## src/rtl/sap1_hw_sequencer.sv

```systemverilog
// Hardwired SAP-1 controller-sequencer: negedge state machine driving the
// 12-bit control word {Lo,Lb,La,Su,Ea,Eu,Cp,Ep,Lm,CE,Li,Ei}.
// Ports: clk, CLR (async, active-high), run, step, i_opcode[3:0] in;
//        control_word[11:0], t_state[5:0] (one-hot, bit0=T1), halted,
//        instr_done, illegal (sticky) out.
module sap1_hw_sequencer (
   input  logic        clk,
   input  logic        CLR,
   input  logic        run,
   input  logic        step,
   input  logic [3:0]  i_opcode,
   output logic [11:0] control_word,
   output logic [5:0]  t_state,
   output logic        halted,
   output logic        instr_done,
   output logic        illegal
);

   typedef enum logic [2:0] {
      IDLE, T1, T2, T3, T4, T5, T6, HALT
   } state_t;

   localparam logic [3:0] OP_LDA = 4'h0;
   localparam logic [3:0] OP_ADD = 4'h1;
   localparam logic [3:0] OP_SUB = 4'h2;
   localparam logic [3:0] OP_OUT = 4'hE;
   localparam logic [3:0] OP_HLT = 4'hF;

   state_t     st, nx;
   state_t     after_last;
   logic [3:0] op_q;
   logic       op_known;
   logic       op_hlt;

   // The IR is loaded at the posedge inside T3, so the raw opcode is
   // valid for the whole second half of T3 and drives the T3 branch.
   assign op_known = (i_opcode == OP_LDA) || (i_opcode == OP_ADD) ||
                     (i_opcode == OP_SUB) || (i_opcode == OP_OUT);
   assign op_hlt   = (i_opcode == OP_HLT);
   assign after_last = run ? T1 : IDLE;

   always_ff @(negedge clk or posedge CLR) begin
      if (CLR) begin
         st      <= IDLE;
         op_q    <= 4'h0;
         illegal <= 1'b0;
      end else begin
         st <= nx;
         if (st == T3) begin
            op_q <= i_opcode;
            if (!op_known && !op_hlt)
               illegal <= 1'b1;
         end
      end
   end

   always_comb begin
      nx           = st;
      control_word = 12'h000;
      t_state      = 6'b000000;
      halted       = 1'b0;
      instr_done   = 1'b0;
      unique case (st)
         IDLE: begin
            if (run || step)
               nx = T1;
         end
         T1: begin
            control_word = 12'h018;
            t_state      = 6'b000001;
            nx           = T2;
         end
         T2: begin
            control_word = 12'h020;
            t_state      = 6'b000010;
            nx           = T3;
         end
         T3: begin
            control_word = 12'h006;
            t_state      = 6'b000100;
            if (op_hlt) begin
               nx = HALT;
            end else if (op_known) begin
               nx = T4;
            end else begin
               // undefined opcode: the fetch alone is the instruction
               instr_done = 1'b1;
               nx         = after_last;
            end
         end
         T4: begin
            t_state = 6'b001000;
            if (op_q == OP_OUT) begin
               control_word = 12'h880;
               instr_done   = 1'b1;
               nx           = after_last;
            end else begin
               control_word = 12'h009;
               nx           = T5;
            end
         end
         T5: begin
            t_state = 6'b010000;
            if (op_q == OP_LDA) begin
               control_word = 12'h204;
               instr_done   = 1'b1;
               nx           = after_last;
            end else begin
               control_word = 12'h404;
               nx           = T6;
            end
         end
         T6: begin
            t_state      = 6'b100000;
            control_word = (op_q == OP_SUB) ? 12'h340 : 12'h240;
            instr_done   = 1'b1;
            nx           = after_last;
         end
         HALT: begin
            halted = 1'b1;
         end
         default: begin
            nx = IDLE;
         end
      endcase
   end

endmodule

```

## config.mk

```make
export PLATFORM = sky130hd
export DESIGN_NAME = sap1_hw_sequencer
export DESIGN_NICKNAME = d
export VERILOG_FILES = /design/src/rtl/sap1_hw_sequencer.sv
export SDC_FILE = /design/constraint.sdc
export NUM_CORES = 1
export LEC_CHECK = 0
export ABC_AREA = 1
export CORE_MARGIN = 4
export CORE_UTILIZATION = 44
export CTS_BUF_LIST = sky130_fd_sc_hd__clkbuf_8
export DETAILED_ROUTE_END_ITERATION = 16
export PLACE_DENSITY = 0.86
export SYNTH_ARGS = -nofsm -noshare
export SYNTH_HDL_FRONTEND = slang
export SYNTH_SLANG_ARGS = --single-unit
export TNS_END_PERCENT = 10
```

## constraint.sdc

```tcl
create_clock -name clk -period 2.4 [get_ports clk]
set_clock_uncertainty 0.15 [all_clocks]
set_input_delay 0.24 -clock clk [delete_from_list [all_inputs] [get_ports clk]]
set_output_delay 0.24 -clock clk [all_outputs]
set_load 0.05 [all_outputs]
```

==> results.py, run 1 <==
metrics = {
    "outcome": {
        "status": "stopped before the end",
        "stop_stage": "3_5_place_dp",
        "stop_error": "[ERROR DPL-0038] Utilization greater than 100%, impossible to legalize",
    },
    "synth": {
        "synth_cells": 93,
        "async_flop_share": 1.00,
        "synth-edff-count": 0,
        "synth_area_leader_cell": "dfrtn_1",
        "synth_seq_area_share": 0.340,
        "synth_top_area_share": 0.340,
        "ys_top_cells_by_area": "dfrtn_1 34%, nand2_1 15%, inv_1 13%",
        "syn_area_per_cell_um2": 6.34,
        "syn-num-nets": 101,
        "synth_common_cells": "24 x nand2_1, 20 x inv_1, 11 x nor2_1",
        "ys.flop_type": "dfrtn_1",
        "yosysMostFrequentCell": "nand2_1",
        "yosysWarnings": 0,
        "syn_area_um2": 589,
        "ys_ff_latch": 8,
        "ys_types": 15,
    },
    "placed_design": {
        "io_buffer_count": 28,
        "globalplace.congestion": 0.781,
    },
    "floorplan": {
        "start_util": 0.497,
        "die_y_um": 44.6,
        "row_count": 12,
        "pin_count": 29,
        "fp.dieW_um": 44.6,
    },
}
-- cell families after synthesis --
family | after synthesis | share of synthesized area
AND/OR/NAND/NOR | 53 | 0.406
AO/OA/AOI/OAI | 7 | 0.0637
buffers and inverters | 25 | 0.191
flip-flops | 8 | 0.340
-- through the flow --
| stage | hold slack (ps) | cells | worst slack, ps |
|---|---|---|---|
| 3_3_place_gp | 303 | 149 | -335 |
| 2_1_floorplan | 276 | 93 | -772 |
==> run 2: changes to the inputs <==
--- a/config.mk
+++ b/config.mk
@@ -6,11 +6,10 @@
 export NUM_CORES = 1
 export LEC_CHECK = 0
 export ABC_AREA = 1
-export CORE_MARGIN = 4
-export CORE_UTILIZATION = 44
-export CTS_BUF_LIST = sky130_fd_sc_hd__clkbuf_8
+export CORE_AREA = 4 4 65 67
 export DETAILED_ROUTE_END_ITERATION = 16
-export PLACE_DENSITY = 0.86
+export DIE_AREA = 0 0 69 71
+export PLACE_DENSITY_LB_ADDON = 0.15
 export SYNTH_ARGS = -nofsm -noshare
 export SYNTH_HDL_FRONTEND = slang
 export SYNTH_SLANG_ARGS = --single-unit
==> results.py, run 2 <==
metrics = {
    "outcome": {
        "status": "finished, violations left",
        "violations": "negative setup slack",
    },
    "floorplan": {
        "die_y_um": 71,
        "pin_count": 29,
        "start_util": 0.162,
        "die-area_um2": 4900,
        "fp.dieW_um": 69,
        "coreArea_um2": 3630,
        "row_count": 22,
    },
    "clock_network": {
        "clock_path_buffers": 2,
        "clkLatencyLatePin_ps": 250,
        "cts_buffers": 3,
        "cts_root_buf": "clkbuf_8",
        "clk_pin_slew_ps": 30,
        "cts_max_level": 1,
        "clock-sinks": 8,
        "cts_tree": "built",
    },
    "worst_setup_path": {
        "end_kind": "output pin",
        "required_ps": 2010,
        "reg2reg_depth": 7,
        "arrival_ps": 2570,
        "regToRegSetupSlack_ps": 790,
        "r2r-end": "st[0]",
        "cp_max_fo": 4,
        "reg2reg_from": "st[2]",
        "worstSetupPathType": "flip-flop to output pin",
        "startpoint_type": "flip-flop",
    },
    "sta": {
        "rsz0062_at_grt": "true",
        "hold_viol": 0,
        "setup_violations": 21,
        "slew_headroom": 0.800,
        "worstMarginPinSlew_ps": 300,
        "drv_slew": 0,
        "layout_setup_ws_ps": -556,
    },
    "finish": {
        "fill_cells": 390,
        "layout_common_cells": "26 x buf_4, 21 x buf_12, 18 x nand2_1, 14 x inv_1",
        "finalNetCount": 157,
        "area_growth_pct": 148,
        "largest_reg_flops": 4,
        "final_common_cell": "buf_4",
        "top_register": "op_q",
        "fin_area_um2": 1460,
        "n_antenna_cell": 0,
        "post_route_cells_drive_above_1_share": 0.578,
        "reg_top3": "op_q x4, st x3, illegal x1",
    },
    "synth": {
        "ys_top_cells_by_area": "dfrtn_1 34%, nand2_1 15%, inv_1 13%",
        "synth_area_leader_cell": "dfrtn_1",
        "ys_types": 15,
        "synth_seq_area_share": 0.340,
        "synth_common_cells": "24 x nand2_1, 20 x inv_1, 11 x nor2_1",
        "ys_ff_latch": 8,
        "synth_top_area_share": 0.340,
        "async_flop_share": 1.00,
        "syn_area_um2": 589,
        "synth-edff-count": 0,
        "synth_cells": 93,
        "syn-num-nets": 101,
        "syn_area_per_cell_um2": 6.34,
        "yosysMostFrequentCell": "nand2_1",
        "yosysWarnings": 0,
        "ys.flop_type": "dfrtn_1",
    },
    "global_routing": {
        "grt_start_max_net_pins": 9,
        "grt_pass1_vias": 782,
        "track_usage": 0.0847,
        "grt-ovfl-total": 0,
        "antenna_found_initial": 0,
        "grt_pass1_wl_um": 3420,
    },
    "hold_path": {
        "whs_path_depth": 2,
        "hp-class": "flip-flop to flip-flop",
        "worstHoldStart": "illegal",
        "hold_path_end": "illegal",
    },
    "placed_design": {
        "place_ws_ps": -416,
        "placedInstanceArea_um2": 1330,
        "globalplace.congestion": 0.808,
        "io_buffer_count": 28,
        "dp_hpwl_um": 1710,
    },
    "pwr": {
        "power.leakage_uw": 0.000734,
        "cellPowerDensity_nw_per_um2": 1380,
        "vdd_drop_max_v": 0.000603,
    },
    "route": {
        "antenna_left": 0,
        "vias": 734,
        "dr.pass1.iters": 2,
        "viasPerCell": 3.76,
        "drc": 0,
        "wl_per_cell_um": 10.0,
        "drt-initial-drc-count": 15,
        "wl_um": 1960,
    },
    "run": {
        "maxCapViolCount": 0,
    },
}
==> run 2: cell counts after synthesis <==
Identical to the previous run, type by type.
==> run 2: final cells by class <==
type / count / area, µm² / share of cell area
clock buffer: 3 / 41.3 / 0.0283
tap: 48 / 60.1 / 0.0411
timing repair buffer: 56 / 703 / 0.481
multi-input combinational: 60 / 378 / 0.259
inverter: 20 / 78.8 / 0.0539
sequential: 8 / 200 / 0.137
==> run 2: cell families (layout without fill, tap and decap cells) <==
kind of cell / count (synthesis) / after routing / synth area share
AOI/OAI and AO/OA: 7 / 7 / 0.0637
buffers and inverters: 25 / 79 / 0.191
DFF: 8 / 8 / 0.340
and+or+nand+nor: 53 / 53 / 0.406
==> run 2: worst max-delay path by stage <==
stage                            from  cells after the start  slack (ps)          endpoint
after floorplan                 st[2]                      5        -770  control_word[11]
after global placement    i_opcode[2]                      8        -400             st[2]
after detailed placement  i_opcode[3]                      8        -420             st[2]
after CTS                       st[0]                      5        -560        instr_done
after global routing            st[2]                      5        -620        t_state[1]
final                           st[0]                      6        -560        instr_done
==> run 2: report_power, final <==
part / switching [µW] / internal (µW) / total [µW]
clock: 47.5 / 108 / 156
sequential: 62.1 / 199 / 261
combinational: 838 / 761 / 1600
total: 947 / 1070 / 2020
==> run 2: critical path, cell delays in order, from the launching register on <==
cell and delay (ps):
dfrtn_1 490, inv_2 80, nand2_4 100, nor2_4 60, nor2_2 130, nand3_2 110
buf_12 160
==> run 2: per-stage QoR <==
| stage | hold WS [ps] | util | instances | total power, µW | TNS, ps |
|---|---|---|---|---|---|
| after floorplan | 276 | - | 93 | 982 | -9790 |
| after detailed placement | 328 | 0.365 | 190 | 1760 | -6610 |
| after global routing | 358 | 0.402 | 195 | 2140 | -11500 |
| after global placement | 309 | 0.365 | 190 | 1750 | -6590 |
| final | 331 | 0.402 | 195 | 2020 | -10180 |
| after CTS | 344 | 0.393 | 194 | 1990 | -9970 |
==> run 2: per-layer routing <==
layer | routed length [µm] | track usage
met3 | 44 | 0.0156
met2 | 1040 | 0.151
met5 | 0 | 0
met4 | 42 | 0.0456
met1 | 827 | 0.0949
==> run 2: repair_timing <==
action	in CTS	in global routing
setup endpoints to repair	24	23
setup buffers	1	1
pin swaps	6	4
resized for setup	25	8
hold buffers	0	0
No activity file was read; power rests on OpenSTA's default activity.
